File: config.mk
export PLATFORM = sky130hd
export DESIGN_NAME = axi4_wr_burst_arbiter_flat
export DESIGN_NICKNAME = d
export VERILOG_FILES = /design/src/rtl/axi4_wr_burst_arbiter_if.sv /design/src/rtl/axi4_wr_burst_arbiter.sv /design/src/flat_wrapper.sv
export SDC_FILE = /design/constraint.sdc
export NUM_CORES = 1
export LEC_CHECK = 0
export ABC_AREA = 1
export CAP_MARGIN = 25
export CORE_MARGIN = 5
export CORE_UTILIZATION = 37
export DETAILED_ROUTE_END_ITERATION = 8
export PLACE_DENSITY = 0.83
export SYNTH_ARGS = -nofsm -noshare
export SYNTH_HDL_FRONTEND = slang
export SYNTH_SLANG_ARGS = --single-unit
File: constraint.sdc
create_clock -name m00_axi_aclk -period 3.45 [get_ports m00_axi_aclk]
set_input_delay 0.345 -clock m00_axi_aclk [delete_from_list [all_inputs] [get_ports m00_axi_aclk]]
set_output_delay 0.345 -clock m00_axi_aclk [all_outputs]
set_load 0.02 [all_outputs]
File: src/rtl/axi4_wr_burst_arbiter_if.sv
// AXI4 write-channel bundle (AW, W, B) between the burst arbiter and one slave port.
// The read channels are not part of this bundle.
interface axi4_wr_burst_arbiter_if #(
    parameter int unsigned IdWidth   = 1,
    parameter int unsigned AddrWidth = 13,
    parameter int unsigned DataWidth = 32
);
    logic [IdWidth-1:0]     awid;
    logic [AddrWidth-1:0]   awaddr;
    logic [7:0]             awlen;
    logic [2:0]             awsize;
    logic [1:0]             awburst;
    logic                   awvalid;
    logic                   awready;

    logic [DataWidth-1:0]   wdata;
    logic [DataWidth/8-1:0] wstrb;
    logic                   wlast;
    logic                   wvalid;
    logic                   wready;

    logic [IdWidth-1:0]     bid;
    logic [1:0]             bresp;
    logic                   bvalid;
    logic                   bready;

    modport master (
        output awid, awaddr, awlen, awsize, awburst, awvalid,
        input  awready,
        output wdata, wstrb, wlast, wvalid,
        input  wready,
        input  bid, bresp, bvalid,
        output bready
    );

    modport slave (
        input  awid, awaddr, awlen, awsize, awburst, awvalid,
        output awready,
        input  wdata, wstrb, wlast, wvalid,
        output wready,
        output bid, bresp, bvalid,
        input  bready
    );
endinterface

File: src/rtl/axi4_wr_burst_arbiter.sv
// Two-requester round-robin AXI4 write-burst master: one INCR burst per grant,
// sequenced AW -> W -> B, with bursts crossing a 4 KiB page rejected locally.
module axi4_wr_burst_arbiter #(
    parameter int unsigned C_M00_AXI_ID_WIDTH   = 1,
    parameter int unsigned C_M00_AXI_DATA_WIDTH = 32,
    parameter int unsigned C_M00_AXI_ADDR_WIDTH = 13
) (
    input  logic                                m00_axi_aclk,
    input  logic                                m00_axi_areset,
    input  logic [1:0]                          req_valid,
    input  logic [2*C_M00_AXI_ADDR_WIDTH-1:0]   req_addr,
    input  logic [15:0]                         req_len,
    output logic [1:0]                          req_ready,
    input  logic [2*C_M00_AXI_DATA_WIDTH-1:0]   req_wdata,
    input  logic [1:0]                          req_wvalid,
    output logic [1:0]                          req_wready,
    output logic [1:0]                          req_done,
    output logic [1:0]                          req_err,
    axi4_wr_burst_arbiter_if.master             m00_axi
);
    localparam int unsigned AddrW = C_M00_AXI_ADDR_WIDTH;
    localparam int unsigned DataW = C_M00_AXI_DATA_WIDTH;

    typedef enum logic [2:0] {StIdle, StAw, StW, StB, StErr} state_e;

    state_e           state_q, state_d;
    logic             grant_q, grant_d;
    logic             rr_q, rr_d;      // requester that wins the next tie
    logic [AddrW-1:0] addr_q, addr_d;
    logic [7:0]       len_q, len_d;
    logic [7:0]       beat_q, beat_d;

    logic             gnt_sel;
    logic [AddrW-1:0] sel_addr;
    logic [7:0]       sel_len;
    logic [12:0]      page_end;
    logic             crosses;
    logic             w_hs;

    assign gnt_sel  = (&req_valid) ? rr_q : req_valid[1];
    assign sel_addr = gnt_sel ? req_addr[2*AddrW-1:AddrW] : req_addr[AddrW-1:0];
    assign sel_len  = gnt_sel ? req_len[15:8] : req_len[7:0];

    // One past the last byte of the burst, measured from the start of its 4 KiB page.
    assign page_end = {1'b0, sel_addr[11:2], 2'b00} + {3'b000, sel_len, 2'b00} + 13'd4;
    assign crosses  = page_end > 13'd4096;

    assign w_hs = m00_axi.wvalid & m00_axi.wready;

    always_comb begin
        state_d    = state_q;
        grant_d    = grant_q;
        rr_d       = rr_q;
        addr_d     = addr_q;
        len_d      = len_q;
        beat_d     = beat_q;
        req_ready  = '0;
        req_wready = '0;
        req_done   = '0;
        req_err    = '0;
        unique case (state_q)
            StIdle: begin
                if (|req_valid) begin
                    grant_d            = gnt_sel;
                    req_ready[gnt_sel] = 1'b1;
                    addr_d             = {sel_addr[AddrW-1:2], 2'b00};
                    len_d              = sel_len;
                    state_d            = crosses ? StErr : StAw;
                end
            end
            StAw: begin
                if (m00_axi.awready) begin
                    beat_d  = '0;
                    state_d = StW;
                end
            end
            StW: begin
                req_wready[grant_q] = m00_axi.wready;
                if (w_hs) begin
                    beat_d = beat_q + 8'd1;
                    if (beat_q == len_q) begin
                        state_d = StB;
                    end
                end
            end
            StB: begin
                if (m00_axi.bvalid) begin
                    req_done[grant_q] = 1'b1;
                    req_err[grant_q]  = |m00_axi.bresp;
                    rr_d              = ~grant_q;
                    state_d           = StIdle;
                end
            end
            StErr: begin
                req_done[grant_q] = 1'b1;
                req_err[grant_q]  = 1'b1;
                rr_d              = ~grant_q;
                state_d           = StIdle;
            end
            default: state_d = StIdle;
        endcase
    end

    always_ff @(posedge m00_axi_aclk or posedge m00_axi_areset) begin
        if (m00_axi_areset) begin
            state_q <= StIdle;
            grant_q <= 1'b0;
            rr_q    <= 1'b0;
            addr_q  <= '0;
            len_q   <= '0;
            beat_q  <= '0;
        end else begin
            state_q <= state_d;
            grant_q <= grant_d;
            rr_q    <= rr_d;
            addr_q  <= addr_d;
            len_q   <= len_d;
            beat_q  <= beat_d;
        end
    end

    assign m00_axi.awid    = C_M00_AXI_ID_WIDTH'(grant_q);
    assign m00_axi.awaddr  = addr_q;
    assign m00_axi.awlen   = len_q;
    assign m00_axi.awsize  = 3'b010;
    assign m00_axi.awburst = 2'b01;
    assign m00_axi.awvalid = (state_q == StAw);

    assign m00_axi.wdata  = grant_q ? req_wdata[2*DataW-1:DataW] : req_wdata[DataW-1:0];
    assign m00_axi.wstrb  = '1;
    assign m00_axi.wvalid = (state_q == StW) & req_wvalid[grant_q];
    assign m00_axi.wlast  = (state_q == StW) & (beat_q == len_q);

    assign m00_axi.bready = (state_q == StB);
endmodule

File: src/flat_wrapper.sv
// flat-port wrapper written by rule: the top's interface ports become plain ports
module axi4_wr_burst_arbiter_flat 
#(
    parameter int unsigned C_M00_AXI_ID_WIDTH   = 1,
    parameter int unsigned C_M00_AXI_DATA_WIDTH = 32,
    parameter int unsigned C_M00_AXI_ADDR_WIDTH = 13
)
  (m00_axi_aclk, m00_axi_areset, req_valid, req_addr, req_len, req_ready, req_wdata, req_wvalid, req_wready, req_done, req_err, m00_axi_awid, m00_axi_awaddr, m00_axi_awlen, m00_axi_awsize, m00_axi_awburst, m00_axi_awvalid, m00_axi_awready, m00_axi_wdata, m00_axi_wstrb, m00_axi_wlast, m00_axi_wvalid, m00_axi_wready, m00_axi_bid, m00_axi_bresp, m00_axi_bvalid, m00_axi_bready);
  axi4_wr_burst_arbiter_if #(.IdWidth(1), .AddrWidth((13)), .DataWidth(32)) m00_axi_i ();
  input  logic m00_axi_aclk;
  input  logic m00_axi_areset;
  input  logic [1:0] req_valid;
  input  logic [2*C_M00_AXI_ADDR_WIDTH-1:0] req_addr;
  input  logic [15:0] req_len;
  output logic [1:0] req_ready;
  input  logic [2*C_M00_AXI_DATA_WIDTH-1:0] req_wdata;
  input  logic [1:0] req_wvalid;
  output logic [1:0] req_wready;
  output logic [1:0] req_done;
  output logic [1:0] req_err;
  output wire logic [$bits(m00_axi_i.awid)-1:0] m00_axi_awid;
  output wire logic [$bits(m00_axi_i.awaddr)-1:0] m00_axi_awaddr;
  output wire logic [$bits(m00_axi_i.awlen)-1:0] m00_axi_awlen;
  output wire logic [$bits(m00_axi_i.awsize)-1:0] m00_axi_awsize;
  output wire logic [$bits(m00_axi_i.awburst)-1:0] m00_axi_awburst;
  output wire logic [$bits(m00_axi_i.awvalid)-1:0] m00_axi_awvalid;
  input wire logic [$bits(m00_axi_i.awready)-1:0] m00_axi_awready;
  output wire logic [$bits(m00_axi_i.wdata)-1:0] m00_axi_wdata;
  output wire logic [$bits(m00_axi_i.wstrb)-1:0] m00_axi_wstrb;
  output wire logic [$bits(m00_axi_i.wlast)-1:0] m00_axi_wlast;
  output wire logic [$bits(m00_axi_i.wvalid)-1:0] m00_axi_wvalid;
  input wire logic [$bits(m00_axi_i.wready)-1:0] m00_axi_wready;
  input wire logic [$bits(m00_axi_i.bid)-1:0] m00_axi_bid;
  input wire logic [$bits(m00_axi_i.bresp)-1:0] m00_axi_bresp;
  input wire logic [$bits(m00_axi_i.bvalid)-1:0] m00_axi_bvalid;
  output wire logic [$bits(m00_axi_i.bready)-1:0] m00_axi_bready;
  assign m00_axi_awid = m00_axi_i.awid;
  assign m00_axi_awaddr = m00_axi_i.awaddr;
  assign m00_axi_awlen = m00_axi_i.awlen;
  assign m00_axi_awsize = m00_axi_i.awsize;
  assign m00_axi_awburst = m00_axi_i.awburst;
  assign m00_axi_awvalid = m00_axi_i.awvalid;
  assign m00_axi_i.awready = m00_axi_awready;
  assign m00_axi_wdata = m00_axi_i.wdata;
  assign m00_axi_wstrb = m00_axi_i.wstrb;
  assign m00_axi_wlast = m00_axi_i.wlast;
  assign m00_axi_wvalid = m00_axi_i.wvalid;
  assign m00_axi_i.wready = m00_axi_wready;
  assign m00_axi_i.bid = m00_axi_bid;
  assign m00_axi_i.bresp = m00_axi_bresp;
  assign m00_axi_i.bvalid = m00_axi_bvalid;
  assign m00_axi_bready = m00_axi_i.bready;
  axi4_wr_burst_arbiter #(.C_M00_AXI_ID_WIDTH(C_M00_AXI_ID_WIDTH), .C_M00_AXI_DATA_WIDTH(C_M00_AXI_DATA_WIDTH), .C_M00_AXI_ADDR_WIDTH(C_M00_AXI_ADDR_WIDTH)) u_core (.m00_axi_aclk(m00_axi_aclk), .m00_axi_areset(m00_axi_areset), .req_valid(req_valid), .req_addr(req_addr), .req_len(req_len), .req_ready(req_ready), .req_wdata(req_wdata), .req_wvalid(req_wvalid), .req_wready(req_wready), .req_done(req_done), .req_err(req_err), .m00_axi(m00_axi_i));
endmodule
==> out/results.tsv, run 1 <==
metric	value	unit
dp_hpwl	8610	um
crit_slowest_cell	clkdlybuf4s50_1	
die_h	98.6	um
cts_sinks	32	
grt_setup_unrepaired	no	
hold_viol_final	0	
rr_worst_depth	19	
ios	193	
fin_tns_setup	0	ps
min-delay-path-class	in2async	
io_buffer_count	176	
grt_pass1_wl	16800	um
synth_cells	475	
setup_slack	486	ps
vias	3517	
grtUsageTotal	0.207	
die_w	98.6	um
fp.dieArea	9720	sq um
antenna_found_initial	0	
cp-start-kind	primary input	
path_cells	clkdlybuf4s50_1 -> inv_1 -> a21oi_2 -> buf_4 -> buf_4 -> nand2_1 -> nand2_1 -> ha_1 -> ha_1 -> nand2_1 -> inv_1 -> a21oi_1 -> nand2_1 -> nand2_1 -> nand2_1 -> nor2_1 -> nand3_1 -> nand3_1 -> nand2_1 -> nand2_1	
cts_resized	0	
crit_top_cell	nand2_1	
wl_per_cell	13.6	um
fmax	337	MHz
endpoint_kind	flop	
nets	783	
r2r_start	u_core.rr_q	
period_share	0.859	
max_stage_delay	510	ps
route.detailed.drc	0	
path_max_fanout	11	
fill_cells	691	
design.core.area	7690	sq um
maxCapViolations	0	
cts_tree	yes	
postRouteAntennaNets	0	
crit_family	buffers and inverters	
cp.arrival	3180	ps
synth.ff_latch_count	32	
cp_num_buf_inv	5	
irDropWorstVdd	356	uV
fin_skew	6.71	ps
overflow	0	
yosysWarningCount	0	
netlist_area	2910	sq um
status	finished clean	
finalSetupViolations	0	
area_growth	65.6	%
tightest_slew	946	ps
leakage	2.39	nW
slew_headroom	0.366	
clkTransAtPathRegs	60	ps
grt_pass1_vias	3588	
syn_avg_cell_area	6.12	sq um
gp_congestion	0.881	
clock_latency	280	ps
initial_core_util	0.378	
synth_cell_types	32	
cts-htree-levels	2	
crit_required	3670	ps
dpl_worst_slack	194	ps
ctsHoldBuffers	0	
diodes	0	
period_minus_slack	2960	ps
drt_first_iter_violations	111	
path_class	in2reg	
grt_max_degree	39	
slew_violations	0	
dr.pass1.iters	4	
powerDensity	678	nW/um^2
clock-root-buffer	clkbuf_8	
vias_per_cell	4.69	
seq_area_frac_synth	0.276	
cts_inserted_buffers	5	
rr_endpoint	u_core.state_q[0]	
row_count	32	
r2r_setup_slack	740	ps
cts_max_path_buffers	2	
total_power	0.00326	W
drt-total-wl	10200	um
drive_gt1_frac	0.0448	
cts_setup_buffers	0	
[power breakdown]
group | leakage (nW) | switching (W) | internal [W]
Clock | 0.0455 | 0.000134 | 0.000163
Sequential | 0.409 | 0.000114 | 0.000517
Combinational | 1.94 | 0.00135 | 0.000988
Total | 2.39 | 0.00159 | 0.00167
[Yosys cell counts (all sizes together)]
cell type | n | area, sq um
nor2 | 29 | 116
nand2 | 244 | 918
buf | 16 | 110
inv | 47 | 176
a21oi | 12 | 75.1
clkinv | 1 | 3.75
fa | 1 | 20.0
ha | 17 | 213
o31ai | 2 | 15.0
conb | 2 | 7.51
o21bai | 2 | 15.0
o21ai | 14 | 77.6
nor3 | 10 | 65.1
nand3 | 19 | 110
mux2i | 3 | 30.0
xnor2 | 6 | 52.6
xor2 | 2 | 17.5
dfrtp | 32 | 801
nand3b | 3 | 22.5
nand4 | 3 | 18.8
clkbuf | 9 | 33.8
nor4 | 1 | 6.26
[flip-flops by register name, summed over array words and instances (netlist names)]
signal	count
u_core.m00_axi.awaddr	11
u_core.m00_axi.awid	1
u_core.beat_q	8
u_core.rr_q	1
u_core.state_q	3
u_core.m00_axi.awlen	8
[metrics by stage]
stage	utilization	cells	area (sq um)	hold WS (ps)
after floorplan	-	484	2940	461
after global placement	0.614	742	4720	464
after detailed placement	0.614	742	4720	465
after CTS	0.626	750	4810	478
after global routing	0.626	750	4810	498
final	0.626	750	4810	464
[routing by layer]
metal,vias to the layer above,global-route usage,part of all wire
li1,1792,-,-
met1,1552,0.235,0.40
met2,150,0.393,0.51
met3,23,0.0340,0.068
met4,0,0.0662,0.024
met5,-,0,0
[worst max-delay path by stage]
stage                             end  depth (start not counted)         start
floorplan           u_core.state_q[2]                         20  req_valid[1]
global placement    u_core.state_q[0]                         20  req_valid[1]
detailed placement  u_core.state_q[0]                         20  req_valid[1]
CTS                 u_core.state_q[0]                         20  req_valid[1]
global route        u_core.state_q[0]                         21  req_valid[1]
finish              u_core.state_q[0]                         20  req_valid[1]
[cell families (layout without fill, tap and decap cells)]
| logic type | after synthesis | count (layout) | share of synthesized area |
|---|---|---|---|
| AND/OR/NAND/NOR | 309 | 309 | 0.433 |
| buffers and inverters | 73 | 237 | 0.112 |
| flip-flops | 32 | 32 | 0.276 |
| AO/OA/AOI/OAI | 30 | 30 | 0.0629 |
| adder cells (fa/ha/maj) | 18 | 18 | 0.0801 |
| XOR/XNOR | 8 | 8 | 0.0241 |
| multiplexers | 3 | 3 | 0.0103 |
| other | 2 | 11 | 0.00258 |
[worst min-delay path: cells and delay by family]
kind                   cells  cell delay, ps
buffers and inverters      3             820
[placed cells by master, fill, tap and decap left out, types with 3 or more instances in the layout]
master,Yosys,routed
nor3_1,7,7
nor3_2,3,3
buf_4,12,5
nand2_1,243,243
clkbuf_8,0,6
nand3_1,16,16
conb_1,2,11
xnor2_1,6,6
nand3b_1,3,3
o21ai_1,4,4
nand3_2,3,3
inv_1,41,41
nor2_1,28,28
clkdlybuf4s50_1,0,176
inv_2,6,6
dfrtp_1,32,32
nand4_1,3,3
a21oi_1,10,10
ha_1,17,17
mux2i_1,3,3
o21ai_0,8,8
[cell type report]
| cell class | count | area (sq um) | area share |
|---|---|---|---|
| clock buffers | 8 | 90.1 | 0.0187 |
| inverters | 48 | 180 | 0.0374 |
| multi-input cells | 379 | 1810 | 0.377 |
| flip-flops and latches | 32 | 801 | 0.166 |
| well taps | 102 | 128 | 0.0265 |
| repair buffers | 181 | 1800 | 0.374 |
Power figures use the tool's default switching activity.
==> run 2: changes to the inputs <==
GPL_ROUTABILITY_DRIVEN = 0   (was not set)
==> out/results.tsv, run 2 (same netlist as run 1, synthesis figures left out) <==
metric	value	unit
crit_top_cell	nand2_1	
fin_tns_setup	0	ps
drt_first_iter_violations	140	
area_growth	66.9	%
postRouteAntennaNets	0	
period_share	0.875	
drive_gt1_frac	0.0478	
grt_pass1_wl	16800	um
grt_pass1_vias	3531	
fp.dieArea	9720	sq um
dp_hpwl	8640	um
fill_cells	703	
hold_viol_final	0	
die_w	98.6	um
diodes	0	
design.core.area	7690	sq um
crit_family	buffers and inverters	
r2r_setup_slack	670	ps
cts_setup_buffers	0	
drt-total-wl	10400	um
endpoint_kind	flop	
min-delay-path-class	in2async	
overflow	0	
tightest_slew	922	ps
period_minus_slack	3020	ps
die_h	98.6	um
initial_core_util	0.378	
vias_per_cell	4.71	
maxCapViolations	0	
path_class	in2reg	
switching_share	0.477	
largest_reg_flops	11	
path_cells	clkdlybuf4s50_1 -> inv_1 -> a21oi_2 -> buf_4 -> mux2i_1 -> ha_1 -> inv_1 -> ha_1 -> inv_1 -> fa_1 -> inv_1 -> nand3_1 -> nand2_1 -> nand2_1 -> nand2_1 -> nand3_1 -> nor2_1 -> nand3_1 -> nand3_1 -> nand2_1 -> nand2_1	
row_count	32	
route.detailed.drc	0	
crit_slowest_cell	clkdlybuf4s50_1	
clkTransAtPathRegs	70	ps
wl_per_cell	13.8	um
cts_max_path_buffers	2	
seqPwrFrac	0.186	
cts_sinks	32	
irDropWorstVdd	342	uV
leakage	2.41	nW
cts_inserted_buffers	5	
grt_max_degree	39	
r2r_start	u_core.rr_q	
cts_resized	0	
placed_area	4720	sq um
p_clk_frac	0.118	
clock-root-buffer	clkbuf_8	
worstSetupPathDepth	21	
intPower	0.00176	W
clock_latency	290	ps
final_common_cell	nand2_1	
dr.pass1.iters	4	
max_stage_delay	520	ps
cp_num_buf_inv	6	
ctsHoldBuffers	0	
switchingPower	0.00161	W
nets	783	
crit_required	3680	ps
path_max_fanout	20	
setup_slack	430	ps
fin_skew	7.22	ps
cp.arrival	3250	ps
finalSetupViolations	0	
antenna_found_initial	0	
vias	3535	
crit_path_end	u_core.state_q[0]	
slew_headroom	0.381	
cp-start-kind	primary input	
rr_endpoint	u_core.state_q[0]	
grt_setup_unrepaired	no	
ios	193	
dpl_worst_slack	132	ps
rr_worst_depth	20	
fmax	331	MHz
final_area	4850	sq um
cts_tree	yes	
powerDensity	696	nW/um^2
combPwrFrac	0.696	
slew_violations	0	
status	finished clean	
crit_path_start	req_valid[1]	
io_buffer_count	176	
grtUsageTotal	0.209	
cts-htree-levels	2	
fin_util	0.631	
final_cell_mix	243 x nand2_1, 176 x clkdlybuf4s50_1, 41 x inv_1	
run 2: cell count changes in the layout (fill, tap and decap cells not counted), sizes merged:
cell,delta
clkbuf,-1
bufinv,+1
run 2: layer usage:
metal	track usage	vias up	wire, um
met2	0.388	155	5310
li1	-	1789	-
met4	0.0693	0	258
met3	0.0467	20	798
met5	0	-	0
met1	0.235	1571	4000
run 2: power groups by stage:
stage	combinational (W)	sequential, W	clock [W]
after CTS	0.00237	0.000629	0.000403
after floorplan	0.00126	0.000742	0
after global routing	0.00257	0.000646	0.000424
after detailed placement	0.00236	0.000632	0
final	0.00235	0.000628	0.000399
after global placement	0.00230	0.000630	0
run 2: metrics by stage:
| step | power (W) | cells | hold WS [ps] |
|---|---|---|---|
| 2_1_floorplan | 0.00200 | 484 | 461 |
| 3_3_place_gp | 0.00293 | 742 | 464 |
| 3_5_place_dp | 0.00299 | 742 | 468 |
| 4_1_cts | 0.00340 | 750 | 448 |
| 5_1_grt | 0.00364 | 750 | 471 |
| 6_report | 0.00337 | 750 | 436 |
run 2: final cells by class:
type | instances | area, sq um | area share
inverter | 48 | 180 | 0.0372
sequential | 32 | 801 | 0.165
multi-input combinational | 379 | 1810 | 0.374
tap | 102 | 128 | 0.0263
clock buffer | 7 | 96.3 | 0.0199
clock inverter | 1 | 30.0 | 0.00619
timing repair buffer | 181 | 1800 | 0.371
run 2: worst min-delay path by stage:
stage | from | end | slack [ps] | cells after the start
3_5_place_dp | u_core.m00_axi.awaddr[6] | u_core.m00_axi.awaddr[6] | 470 | 2
2_1_floorplan | m00_axi_areset | u_core.beat_q[0] | 460 | 1
6_report | m00_axi_areset | u_core.beat_q[1] | 440 | 3
4_1_cts | m00_axi_areset | u_core.beat_q[3] | 450 | 3
3_3_place_gp | u_core.m00_axi.awaddr[8] | u_core.m00_axi.awaddr[8] | 460 | 2
5_1_grt | m00_axi_areset | u_core.m00_axi.awaddr[11] | 470 | 3
run 2: worst register-to-register path, cell delays in order, from the launching register on:
cell and delay (ps):
dfrtp_1 320, inv_1 60, a21oi_2 170, buf_4 280
mux2i_1 130, ha_1 210, inv_1 50, ha_1 160
inv_1 70, fa_1 380, inv_1 100, nand3_1 100
nand2_1 100, nand2_1 60, nand2_1 50, nand3_1 80
nor2_1 110, nand3_1 100, nand3_1 80, nand2_1 50
nand2_1 50
